File: config.mk
export PLATFORM = sky130hd
export DESIGN_NAME = adc_sample_ctrl
export DESIGN_NICKNAME = d
export VERILOG_FILES = /design/src/rtl/adc_sample_ctrl_pkg.sv /design/src/rtl/adc_sample_ctrl_if.sv /design/src/rtl/adc_sample_ctrl_out_hold.sv /design/src/rtl/adc_sample_ctrl.sv
export SDC_FILE = /design/constraint.sdc
export NUM_CORES = 1
export LEC_CHECK = 0
export BUFFER_PORTS_ARGS = -buffer_cell sky130_fd_sc_hd__buf_4
export CELL_PAD_IN_SITES_DETAIL_PLACEMENT = 0
export CELL_PAD_IN_SITES_GLOBAL_PLACEMENT = 1
export CORE_AREA = 4 4 152 154
export DETAILED_ROUTE_END_ITERATION = 10
export DIE_AREA = 0 0 156 158
export HOLD_SLACK_MARGIN = 0.02
export PLACE_DENSITY_LB_ADDON = 0.12
export SETUP_SLACK_MARGIN = 0.02
export SLEW_MARGIN = 20
export SYNTH_ARGS = -nofsm -noshare
export SYNTH_HDL_FRONTEND = slang
export SYNTH_SLANG_ARGS = --single-unit
File: constraint.sdc
create_clock -name clk -period 2.7 [get_ports clk]
set_input_delay 0 -clock clk [delete_from_list [all_inputs] [get_ports clk]]
set_output_delay 0 -clock clk [all_outputs]
set_load 0.03 [all_outputs]
File: src/rtl/adc_sample_ctrl_pkg.sv
// Shared FSM encoding and clamp limits for the ADC sample controller.
package adc_pkg;

    localparam logic [1:0] ST_IDLE   = 2'd0;
    localparam logic [1:0] ST_WAIT   = 2'd1;
    localparam logic [1:0] ST_CONV   = 2'd2;
    localparam logic [1:0] ST_STROBE = 2'd3;

    localparam int unsigned MIN_PERIOD  = 2;
    localparam int unsigned MIN_TIMEOUT = 1;

    function automatic logic [31:0] clamp_min(input logic [31:0] v, input logic [31:0] lo);
        return (v < lo) ? lo : v;
    endfunction

endpackage

File: src/rtl/adc_sample_ctrl_if.sv
// Valid/ready result stream carrying averaged samples downstream.
interface adc_sample_ctrl_if #(
    parameter int W = 8
);
    logic [W-1:0] data;
    logic         valid;
    logic         ready;

    modport master (output data, output valid, input ready);
    modport slave  (input data, input valid, output ready);
endinterface

File: src/rtl/adc_sample_ctrl_out_hold.sv
// Single-entry holding register for averaged results with overrun detection.
module adc_out_hold #(
    parameter int W = 8
) (
    input  logic              clk,
    input  logic              rstn,
    input  logic              clr_i,
    input  logic [W-1:0]      avg_data_i,
    input  logic              avg_valid_i,
    adc_sample_ctrl_if.master res,
    output logic              err_overrun_o
);

    logic [W-1:0] data_q, data_d;
    logic         vld_q, vld_d;
    logic         ovr_q, ovr_d;
    logic         room;

    // A slot is free if empty or being drained this very cycle.
    assign room = !vld_q || res.ready;

    always_comb begin
        data_d = data_q;
        vld_d  = vld_q;
        if (vld_q && res.ready) vld_d = 1'b0;
        if (avg_valid_i && room) begin
            data_d = avg_data_i;
            vld_d  = 1'b1;
        end
        ovr_d = (clr_i ? 1'b0 : ovr_q) | (avg_valid_i & ~room);
    end

    always_ff @(posedge clk or negedge rstn) begin
        if (!rstn) begin
            data_q <= '0;
            vld_q  <= 1'b0;
            ovr_q  <= 1'b0;
        end else begin
            data_q <= data_d;
            vld_q  <= vld_d;
            ovr_q  <= ovr_d;
        end
    end

    assign res.data      = data_q;
    assign res.valid     = vld_q;
    assign err_overrun_o = ovr_q;

endmodule

File: src/rtl/adc_sample_ctrl.sv
// Paced ADC conversion sequencer feeding an external averager, with burst/stop
// control, conversion timeout and a held output result.
module adc_sample_ctrl
    import adc_pkg::*;
#(
    parameter int ADC_WIDTH      = 8,
    parameter int LPF_DEPTH_BITS = 4,
    parameter int DIV_WIDTH      = 16,
    parameter int CNT_WIDTH      = 16
) (
    input  logic                 clk,
    input  logic                 rstn,
    input  logic                 start,
    input  logic                 stop,
    input  logic [DIV_WIDTH-1:0] period,
    input  logic [DIV_WIDTH-1:0] timeout,
    input  logic [CNT_WIDTH-1:0] burst_len,
    output logic                 adc_start,
    input  logic                 adc_done,
    input  logic [ADC_WIDTH-1:0] adc_data,
    output logic [ADC_WIDTH-1:0] avg_raw,
    output logic                 avg_sample,
    input  logic [ADC_WIDTH-1:0] avg_data,
    input  logic                 avg_valid,
    output logic [ADC_WIDTH-1:0] out_data,
    output logic                 out_valid,
    input  logic                 out_ready,
    output logic                 busy,
    output logic                 err_timeout,
    output logic                 err_overrun
);

    localparam logic [LPF_DEPTH_BITS:0] SMP_FULL = (LPF_DEPTH_BITS+1)'(1) << LPF_DEPTH_BITS;

    logic [1:0]                st_q, st_d;
    logic [DIV_WIDTH-1:0]      per_q, per_d;
    logic [DIV_WIDTH-1:0]      tmo_q, tmo_d;
    logic [CNT_WIDTH-1:0]      res_cnt_q, res_cnt_d;
    logic [LPF_DEPTH_BITS:0]   smp_q, smp_d;
    logic                      stop_pend_q, stop_pend_d;
    logic                      adc_start_q, adc_start_d;
    logic                      avg_sample_q, avg_sample_d;
    logic [ADC_WIDTH-1:0]      avg_raw_q, avg_raw_d;
    logic                      err_tmo_q, err_tmo_d;

    logic [31:0] per_lim, tmo_lim;
    logic        tick, tmo_hit, burst_on, done, last_grp, hold, stop_now, idle_start;

    assign per_lim    = clamp_min(32'(period), MIN_PERIOD) - 32'd1;
    assign tmo_lim    = clamp_min(32'(timeout), MIN_TIMEOUT) - 32'd1;
    assign tick       = 32'(per_q) >= per_lim;
    assign tmo_hit    = 32'(tmo_q) >= tmo_lim;
    assign burst_on   = burst_len != '0;
    assign done       = burst_on && (res_cnt_q >= burst_len);
    assign last_grp   = burst_on && (res_cnt_q == burst_len - CNT_WIDTH'(1));
    // Final group fully sampled: wait for its result instead of taking extra samples.
    assign hold       = last_grp && (smp_q == SMP_FULL);
    assign stop_now   = stop_pend_q | stop;
    assign idle_start = (st_q == ST_IDLE) && start;

    always_comb begin
        st_d         = st_q;
        per_d        = per_q;
        tmo_d        = tmo_q;
        res_cnt_d    = res_cnt_q;
        smp_d        = smp_q;
        stop_pend_d  = stop_pend_q;
        adc_start_d  = 1'b0;
        avg_sample_d = 1'b0;
        avg_raw_d    = avg_raw_q;
        err_tmo_d    = err_tmo_q;

        if (st_q != ST_IDLE) begin
            if (!(&per_q)) per_d = per_q + DIV_WIDTH'(1);
            if (stop) stop_pend_d = 1'b1;
        end
        if (avg_valid && !(&res_cnt_q)) res_cnt_d = res_cnt_q + CNT_WIDTH'(1);
        if (avg_valid)
            smp_d = '0;
        else if (st_q == ST_STROBE && smp_q != SMP_FULL)
            smp_d = smp_q + (LPF_DEPTH_BITS+1)'(1);

        case (st_q)
            ST_IDLE: begin
                if (start) begin
                    st_d      = ST_WAIT;
                    per_d     = '1;
                    res_cnt_d = '0;
                    smp_d     = '0;
                    err_tmo_d = 1'b0;
                end
            end
            ST_WAIT: begin
                if (done) begin
                    st_d = ST_IDLE;
                end else if (tick && !hold) begin
                    st_d        = ST_CONV;
                    adc_start_d = 1'b1;
                    per_d       = '0;
                    tmo_d       = '0;
                end
            end
            ST_CONV: begin
                if (!(&tmo_q)) tmo_d = tmo_q + DIV_WIDTH'(1);
                if (adc_done) begin
                    avg_raw_d    = adc_data;
                    avg_sample_d = 1'b1;
                    st_d         = ST_STROBE;
                end else if (tmo_hit) begin
                    err_tmo_d = 1'b1;
                    st_d      = stop_now ? ST_IDLE : ST_WAIT;
                end
            end
            default: begin
                st_d = (stop_now || done) ? ST_IDLE : ST_WAIT;
            end
        endcase

        if (st_q != ST_IDLE && st_d == ST_IDLE) stop_pend_d = 1'b0;
    end

    always_ff @(posedge clk or negedge rstn) begin
        if (!rstn) begin
            st_q         <= ST_IDLE;
            per_q        <= '0;
            tmo_q        <= '0;
            res_cnt_q    <= '0;
            smp_q        <= '0;
            stop_pend_q  <= 1'b0;
            adc_start_q  <= 1'b0;
            avg_sample_q <= 1'b0;
            avg_raw_q    <= '0;
            err_tmo_q    <= 1'b0;
        end else begin
            st_q         <= st_d;
            per_q        <= per_d;
            tmo_q        <= tmo_d;
            res_cnt_q    <= res_cnt_d;
            smp_q        <= smp_d;
            stop_pend_q  <= stop_pend_d;
            adc_start_q  <= adc_start_d;
            avg_sample_q <= avg_sample_d;
            avg_raw_q    <= avg_raw_d;
            err_tmo_q    <= err_tmo_d;
        end
    end

    adc_sample_ctrl_if #(.W(ADC_WIDTH)) res_if ();

    assign res_if.ready = out_ready;
    assign out_data     = res_if.data;
    assign out_valid    = res_if.valid;

    adc_out_hold #(.W(ADC_WIDTH)) u_hold (
        .clk           (clk),
        .rstn          (rstn),
        .clr_i         (idle_start),
        .avg_data_i    (avg_data),
        .avg_valid_i   (avg_valid),
        .res           (res_if.master),
        .err_overrun_o (err_overrun)
    );

    assign adc_start   = adc_start_q;
    assign avg_sample  = avg_sample_q;
    assign avg_raw     = avg_raw_q;
    assign busy        = st_q != ST_IDLE;
    assign err_timeout = err_tmo_q;

endmodule

==> run_results.csv, run 1 <==
group,metric,value,unit
outcome,status,"finished with violations",
outcome,violations,"negative setup slack",
finish,final_area,8190,um2
timing,slew_violations,0,
min_path,min_path_type,"in2async",
cts,cts_max_level,3,
floorplanning,placementRows,54,
cts,cts_buffers,9,
worst_setup_path,reg2reg_depth,12,
pwr,seqPwrFrac,0.321,
worst_setup_path,reg2reg_from,"smp_q[0]$_DFF_PN0_",
worst_setup_path,crit_buf_inv,3,
timing,fmax,285,MHz
timing,setup_viol,37,
worst_setup_path,cpPeakStageDelay,0.55,ns
worst_setup_path,cp.required,2.93,ns
detailed_routing,drt_iter0_drc,239,
worst_setup_path,crit_slowest_cell,"or4_4",
floorplanning,start_util,0.267,
timing,slew-limit-headroom,0.488,
cts,path_clk_slew,0.07,ns
pwr,p_sw_frac,0.389,
worst_setup_path,cp-endpoint,"tmo_q[7]$_DFFE_PN0P_",
worst_setup_path,cp_max_fo,6,
floorplanning,io_pins,93,
pwr,cellPowerDensity,672,nW/um2
worst_setup_path,setup.worst_path.start,"period[8]",
timing,rsz0062_at_grt,"yes",
worst_setup_path,cp.depth,22,
pwr,combPwrFrac,0.456,
worst_setup_path,regToRegEndpoint,"stop_pend_q$_DFFE_PN0P_",
floorplanning,dieArea,24600,um2
synthesis,synthTopCellsByArea,"dfrtp_1, ha_1, xor2_1",
synthesis,synthFlopType,"dfrtp_1",
worst_setup_path,cp-end-kind,"flip-flop",
global_route,gr-total-overflow,0,
synthesis,synth_cell_types,58,
worst_setup_path,cp-start-kind,"input pin",
finish,seqCellArea,1930,um2
run,maxCapViolCount,0,
synthesis,synth-seq-cells,77,
synthesis,yosysWarnings,0,
finish,final_nets,960,
global_route,grt_pass1_wl,27400,um
placement,gp_congestion,0.870,
global_route,grt_max_degree,78,
placement,portBuffers,92,
finish,multi_input_area,3890,um2
detailed_routing,drc,0,
synthesis,syn_area_per_cell,9.05,um2
cts,clock_path_buffers,2,
worst_setup_path,r2r_slack,0,ns
cts,cts.sinks,77,
worst_setup_path,critPathTopFamily,"simple AND/OR/NAND/NOR gates",
worst_setup_path,worstPathArrival,3.73,ns
placement,hpwl,12800,um
synthesis,yosys-top-cells-count,"dfrtp_1, nor2_1, ha_1",
floorplanning,die_w,156,um
detailed_routing,antenna_left,0,
synthesis,yosysTopAreaCell,"dfrtp_1",
cts,clk_latency,0.34,ns
timing,min_period,3.50,ns
synthesis,netlist_instances,640,
timing,hold_viol,0,
detailed_routing,dr.pass1.iters,4,
finish,fillers,2217,
pwr,p_switching,2.14,mW
cts,cts_tree,"yes",
placement,dpl_worst_slack,-1.36,ns
worst_setup_path,worstPathCellList,"buf_6 > or4_4 > nor3_4 > nand3_2 > o31ai_4 > ha_4 > nand2b_4 > nor4_4 > nand2_2 > nor3_2 > xnor2_1 > ha_1 > nand4_1 > nor3_2 > o311ai_1 > o21ai_1 > o21a_1 > o31ai_4 > nor3b_4 > buf_6 > clkbuf_16 > nor2_2",
pwr,ir_drop,0.362,mV
finish,diodes,0,
synthesis,synth-edff-count,0,
timing,max_slew.worst_pin.slew,0.765,ns
detailed_routing,routed_wl,16600,um
synthesis,synth_nets,767,
worst_setup_path,critPathKind,"in2reg",
synthesis,yosysSeqAreaShare,0.333,
pwr,leakage,3.64,nW
synthesis,yosysMostFrequentCell,"dfrtp_1",
finish,drive_above_1_share,0.315,
detailed_routing,dr_total_vias,5253,
timing,worst_slack,-0.804,ns
timing,fin_crit_sh,1.30,
synthesis,synth_top_area_frac,0.333,
global_route,antenna_found_initial,0,
global_route,first_global_vias,5459,
synthesis,synth_area,5790,um2
finish,area_growth,41.4,%
floorplanning,die_h,158,um
synthesis,synthArstFlopShare,1.00,
cts,ctsRootBufferMaster,"clkbuf_16",
placement,place_area,7420,um2
pwr,power.share.clock,0.223,
pwr,internal_power,3.36,mW
detailed_routing,wl_per_cell,14.8,um
global_route,grt_usage,0.136,
timing,fin_worst_skew,0.0135,ns
floorplanning,coreArea,21700,um2
detailed_routing,drt-vias-per-instance,4.70,
[layout by cell type (no fill, tap or decap), types with 4 or more instances in the layout]
cell           instances
clkbuf_16             11
or3_1                  4
nor4_1                 7
nand3_1               28
buf_4                164
dlygate4sd3_1         21
xor2_1                45
a21oi_1               22
xnor2_1               43
o21a_1                 4
inv_1                 30
a21oi_2               11
and3_1                14
buf_6                  6
ha_1                  54
nor2_2                10
o21ai_1                4
o21ai_0               18
nand2_1               45
and4_1                 4
nand4_1               18
nor2_1                55
or4_4                  4
dfrtp_1               77
and2_1                 5
nand2b_1               7
mux2_2                16
nor3_1                24
a31oi_1                5
nor2_4                 5
o211ai_1               7
[sequential cells by signal, indices dropped and copies added, names as in the netlist, 2 cells and up]
name / flops
st_q: 2
tmo_q: 16
u_hold.res.data: 8
per_q: 16
res_cnt_q: 16
avg_raw: 8
smp_q: 5
[per-layer routing]
| layer | global-route usage | vias up | wire [um] |
|---|---|---|---|
| li1 | - | 2666 | - |
| met1 | 0.188 | 2492 | 8020 |
| met2 | 0.224 | 80 | 7770 |
| met3 | 0.0210 | 15 | 587 |
| met4 | 0.0338 | 0 | 183 |
| met5 | 0 | - | 0 |
[through the flow]
stage          instances  power [mW]  setup TNS [ns]  hold WS (ns)   util
3_5_place_dp        1071        4.08          -48.24         0.240  0.342
3_3_place_gp        1071        4.03          -43.52         0.233  0.342
6_report            1118        5.50          -28.47         0.268  0.378
2_1_floorplan        640        3.15          -33.24        -0.296      -
5_1_grt             1118        5.92          -36.23         0.325  0.378
4_1_cts             1111        5.40          -29.87         0.276  0.370
[logic make-up (layout without fill, tap and decap cells)]
kind of cell | Yosys count | after routing | share of synthesized area
AOI/OAI and AO/OA | 99 | 99 | 0.114
adders and majority gates | 56 | 56 | 0.121
buffers and inverters | 44 | 242 | 0.0324
DFF | 77 | 77 | 0.333
xor gates and xnor gates | 88 | 88 | 0.133
and+or+nand+nor | 257 | 257 | 0.230
muxes | 19 | 19 | 0.0363
[power groups by stage]
stage	Combinational [mW]	Clock [mW]	Sequential, mW
after floorplan	1.25	0	1.90
after global placement	2.25	0	1.78
after detailed placement	2.29	0	1.79
after CTS	2.36	1.26	1.77
after global routing	2.78	1.32	1.82
final	2.51	1.23	1.77
[cell type report]
cell class                 instances  share of cell area
tap                              280              0.0428
inverter                          30              0.0138
clock inverter                     6             0.00749
sequential                        77               0.235
timing repair buffer             196               0.197
multi-input combinational        519               0.476
clock buffer                      10              0.0280
[worst min path at each step]
| stage | to | cells after the start |
|---|---|---|
| detailed placement | avg_raw[4]$_DFFE_PN0P_ | 2 |
| finish | u_hold.res.data[3]$_DFFE_PN0P_ | 2 |
| CTS | err_timeout$_DFFE_PN0P_ | 4 |
| global placement | u_hold.res.data[0]$_DFFE_PN0P_ | 2 |
| global route | err_timeout$_DFFE_PN0P_ | 4 |
| floorplan | adc_start$_DFF_PN0_ | 0 |
[repair_timing]
| action | 4_1_cts | 5_1_grt |
|---|---|---|
| gates resized for setup | 18 | 24 |
| setup endpoints to repair | 37 | 37 |
| setup buffers | 3 | 5 |
| cloned | 0 | 2 |
| endpoints found under the hold margin | 103 | 0 |
| hold buffers | 21 | 0 |
| pin swaps | 12 | 8 |
Power figures use the tool's default switching activity.
==> run 2, diff against run 1 <==
--- a/config.mk
+++ b/config.mk
@@ -8,9 +8,9 @@
 export BUFFER_PORTS_ARGS = -buffer_cell sky130_fd_sc_hd__buf_4
 export CELL_PAD_IN_SITES_DETAIL_PLACEMENT = 0
 export CELL_PAD_IN_SITES_GLOBAL_PLACEMENT = 1
-export CORE_AREA = 4 4 152 154
+export CORE_AREA = 4 4 120 122
 export DETAILED_ROUTE_END_ITERATION = 10
-export DIE_AREA = 0 0 156 158
+export DIE_AREA = 0 0 124 126
 export HOLD_SLACK_MARGIN = 0.02
 export PLACE_DENSITY_LB_ADDON = 0.12
 export SETUP_SLACK_MARGIN = 0.02
==> run 2 against run 1 <==
Net effect:
- the run still ends with negative setup slack left
- combinational power decreased by 3%
- maximum frequency decreased by 3.0%
- sequential cell count unchanged
- critical path type unchanged
- largest cell class unchanged
==> run_results.csv, run 2 (synthesis results as in run 1) <==
group,metric,value,unit
cts,clock_path_buffers,2,
worst_setup_path,critPathTopFamily,"simple AND/OR/NAND/NOR gates",
floorplanning,die_h,126,um
floorplanning,placementRows,42,
outcome,violations,"negative setup slack",
finish,area_growth,38.4,%
finish,fillers,1183,
cts,path_clk_slew,0.06,ns
detailed_routing,drc,0,
pwr,power.share.clock,0.218,
floorplanning,io_pins,93,
pwr,internal_power,3.30,mW
worst_setup_path,crit_slowest_cell,"or4_4",
worst_setup_path,cp-start-kind,"input pin",
detailed_routing,drt_iter0_drc,322,
worst_setup_path,r2r_slack,0.02,ns
global_route,gr-total-overflow,0,
finish,final_cell_mix,"buf_4, dfrtp_1, nor2_1",
global_route,grt_max_degree,78,
floorplanning,coreArea,13200,um2
outcome,status,"finished with violations",
detailed_routing,dr.pass1.iters,5,
global_route,grt_usage,0.202,
worst_setup_path,cp_max_fo,5,
cts,cts_max_level,3,
finish,drive_above_1_share,0.320,
cts,cts.sinks,77,
pwr,ir_drop,0.448,mV
floorplanning,start_util,0.439,
global_route,first_global_vias,5511,
worst_setup_path,cp.required,2.94,ns
worst_setup_path,cpPeakStageDelay,0.54,ns
pwr,p_switching,2.09,mW
timing,fin_crit_sh,1.34,
finish,mostFrequentLayoutCell,"buf_4",
timing,worst_slack,-0.912,ns
timing,slew-limit-headroom,0.351,
timing,hold_viol,0,
placement,hpwl,11600,um
pwr,p_sw_frac,0.388,
timing,fin_worst_skew,0.00759,ns
timing,slew_violations,0,
finish,multi_input_area,3920,um2
pwr,seqPwrFrac,0.332,
worst_setup_path,critPathKind,"in2reg",
finish,largest_registers,"per_q (16), res_cnt_q (16), tmo_q (16)",
pwr,finalPower,5.39,mW
timing,rsz0062_at_grt,"yes",
worst_setup_path,crit_path_frequent_cell,"buf_4",
detailed_routing,routed_wl,15200,um
finish,final_nets,957,
floorplanning,die_w,124,um
run,maxCapViolCount,0,
worst_setup_path,worstPathArrival,3.86,ns
floorplanning,dieArea,15600,um2
finish,diodes,0,
cts,cts_buffers,9,
timing,max_slew.worst_pin.slew,0.973,ns
global_route,grt_pass1_wl,25800,um
cts,cts_tree,"yes",
placement,dpl_worst_slack,-1.23,ns
worst_setup_path,crit_buf_inv,5,
detailed_routing,antenna_left,0,
timing,min_period,3.61,ns
global_route,antenna_found_initial,0,
timing,fin_hold_ws,0.0311,ns
detailed_routing,drt-vias-per-instance,5.31,
timing,setup_viol,37,
cts,clk_latency,0.33,ns
min_path,min_path_type,"in2reg",
finish,seqCellArea,1930,um2
pwr,combPwrFrac,0.450,
detailed_routing,wl_per_cell,15.1,um
pwr,leakage,3.62,nW
placement,portBuffers,92,
placement,gp_congestion,0.867,
detailed_routing,dr_total_vias,5371,
worst_setup_path,cp-end-kind,"flip-flop",
cts,ctsRootBufferMaster,"clkbuf_16",
timing,fmax,277,MHz
worst_setup_path,worstPathCellList,"buf_6 > or4_4 > nor3_4 > nand3_2 > o31ai_4 > ha_4 > nand2b_4 > nor4_4 > nand2_2 > nor3_2 > xnor2_1 > ha_1 > buf_4 > buf_4 > a21oi_2 > nand2_1 > a221o_1 > o21a_1 > o31ai_4 > nor3b_4 > buf_6 > buf_4 > o31ai_2",
pwr,cellPowerDensity,673,nW/um2
-- run 2: changes by cell type in the layout (fill, tap and decap cells not counted), sizes merged --
cell,previous run,this run
dlygate4sd3,21,20
clkbuf,12,10
-- run 2: power groups by stage --
| stage | Combinational, mW | Sequential, mW | Clock [mW] |
|---|---|---|---|
| floorplan | 1.25 | 1.90 | 0 |
| global placement | 2.13 | 1.79 | 0 |
| detailed placement | 2.19 | 1.80 | 0 |
| CTS | 2.36 | 1.78 | 1.21 |
| global route | 2.66 | 1.83 | 1.27 |
| finish | 2.43 | 1.79 | 1.18 |
-- run 2: final timing paths --
kind                                                     start                              to  cells past startpoint
worst max-delay path                                 period[8]            tmo_q[0]$_DFFE_PN0P_                     23
worst min-delay path                                      stop         stop_pend_q$_DFFE_PN0P_                      3
worst max register to register              smp_q[0]$_DFF_PN0_            tmo_q[0]$_DFFE_PN0P_                     12
worst min register to register  u_hold.err_overrun_o$_DFF_PN0_  u_hold.err_overrun_o$_DFF_PN0_                      2
max in group asynchronous                                 rstn              smp_q[1]$_DFF_PN0_                      2
min in group asynchronous                                 rstn              per_q[7]$_DFF_PN0_                      2
-- run 2: layout make-up --
class,instances,area share
clock buffers,10,0.0286
clock inverters,6,0.00765
well taps,176,0.0275
flip-flops and latches,77,0.240
multi-input cells,519,0.488
inverters,30,0.0140
repair buffers,193,0.193
-- run 2: layer usage --
metal / GRT usage / up-vias / share of wire
met5: 0 / - / 0
met4: 0.0445 / 0 / 0.014
met3: 0.0345 / 19 / 0.027
met2: 0.349 / 83 / 0.52
met1: 0.262 / 2595 / 0.44
li1: - / 2674 / -
-- run 2: metrics by stage --
stage	instances	setup TNS, ns	area (um2)	utilization
3_3_place_gp	961	-38.12	7250	0.549
2_1_floorplan	640	-33.24	5880	-
3_5_place_dp	961	-42.78	7250	0.549
6_report	1011	-29.14	8020	0.608
5_1_grt	1011	-40.31	8020	0.608
4_1_cts	1007	-25.31	7930	0.601
-- run 2: what timing repair did --
| item | 4_1_cts | 5_1_grt |
|---|---|---|
| hold buffers | 20 | 0 |
| pin swaps | 18 | 16 |
| setup endpoints to repair | 37 | 37 |
| setup buffers | 9 | 6 |
| hold endpoints to repair | 102 | 0 |
| resized for setup | 35 | 16 |
| cloned | 1 | 0 |
-- run 2: worst min-delay path: cells and delay by family --
| kind | cells | cell delay (ns) |
|---|---|---|
| AO/OA/AOI/OAI | 2 | 0.22 |
| buffers and inverters | 1 | 0.10 |
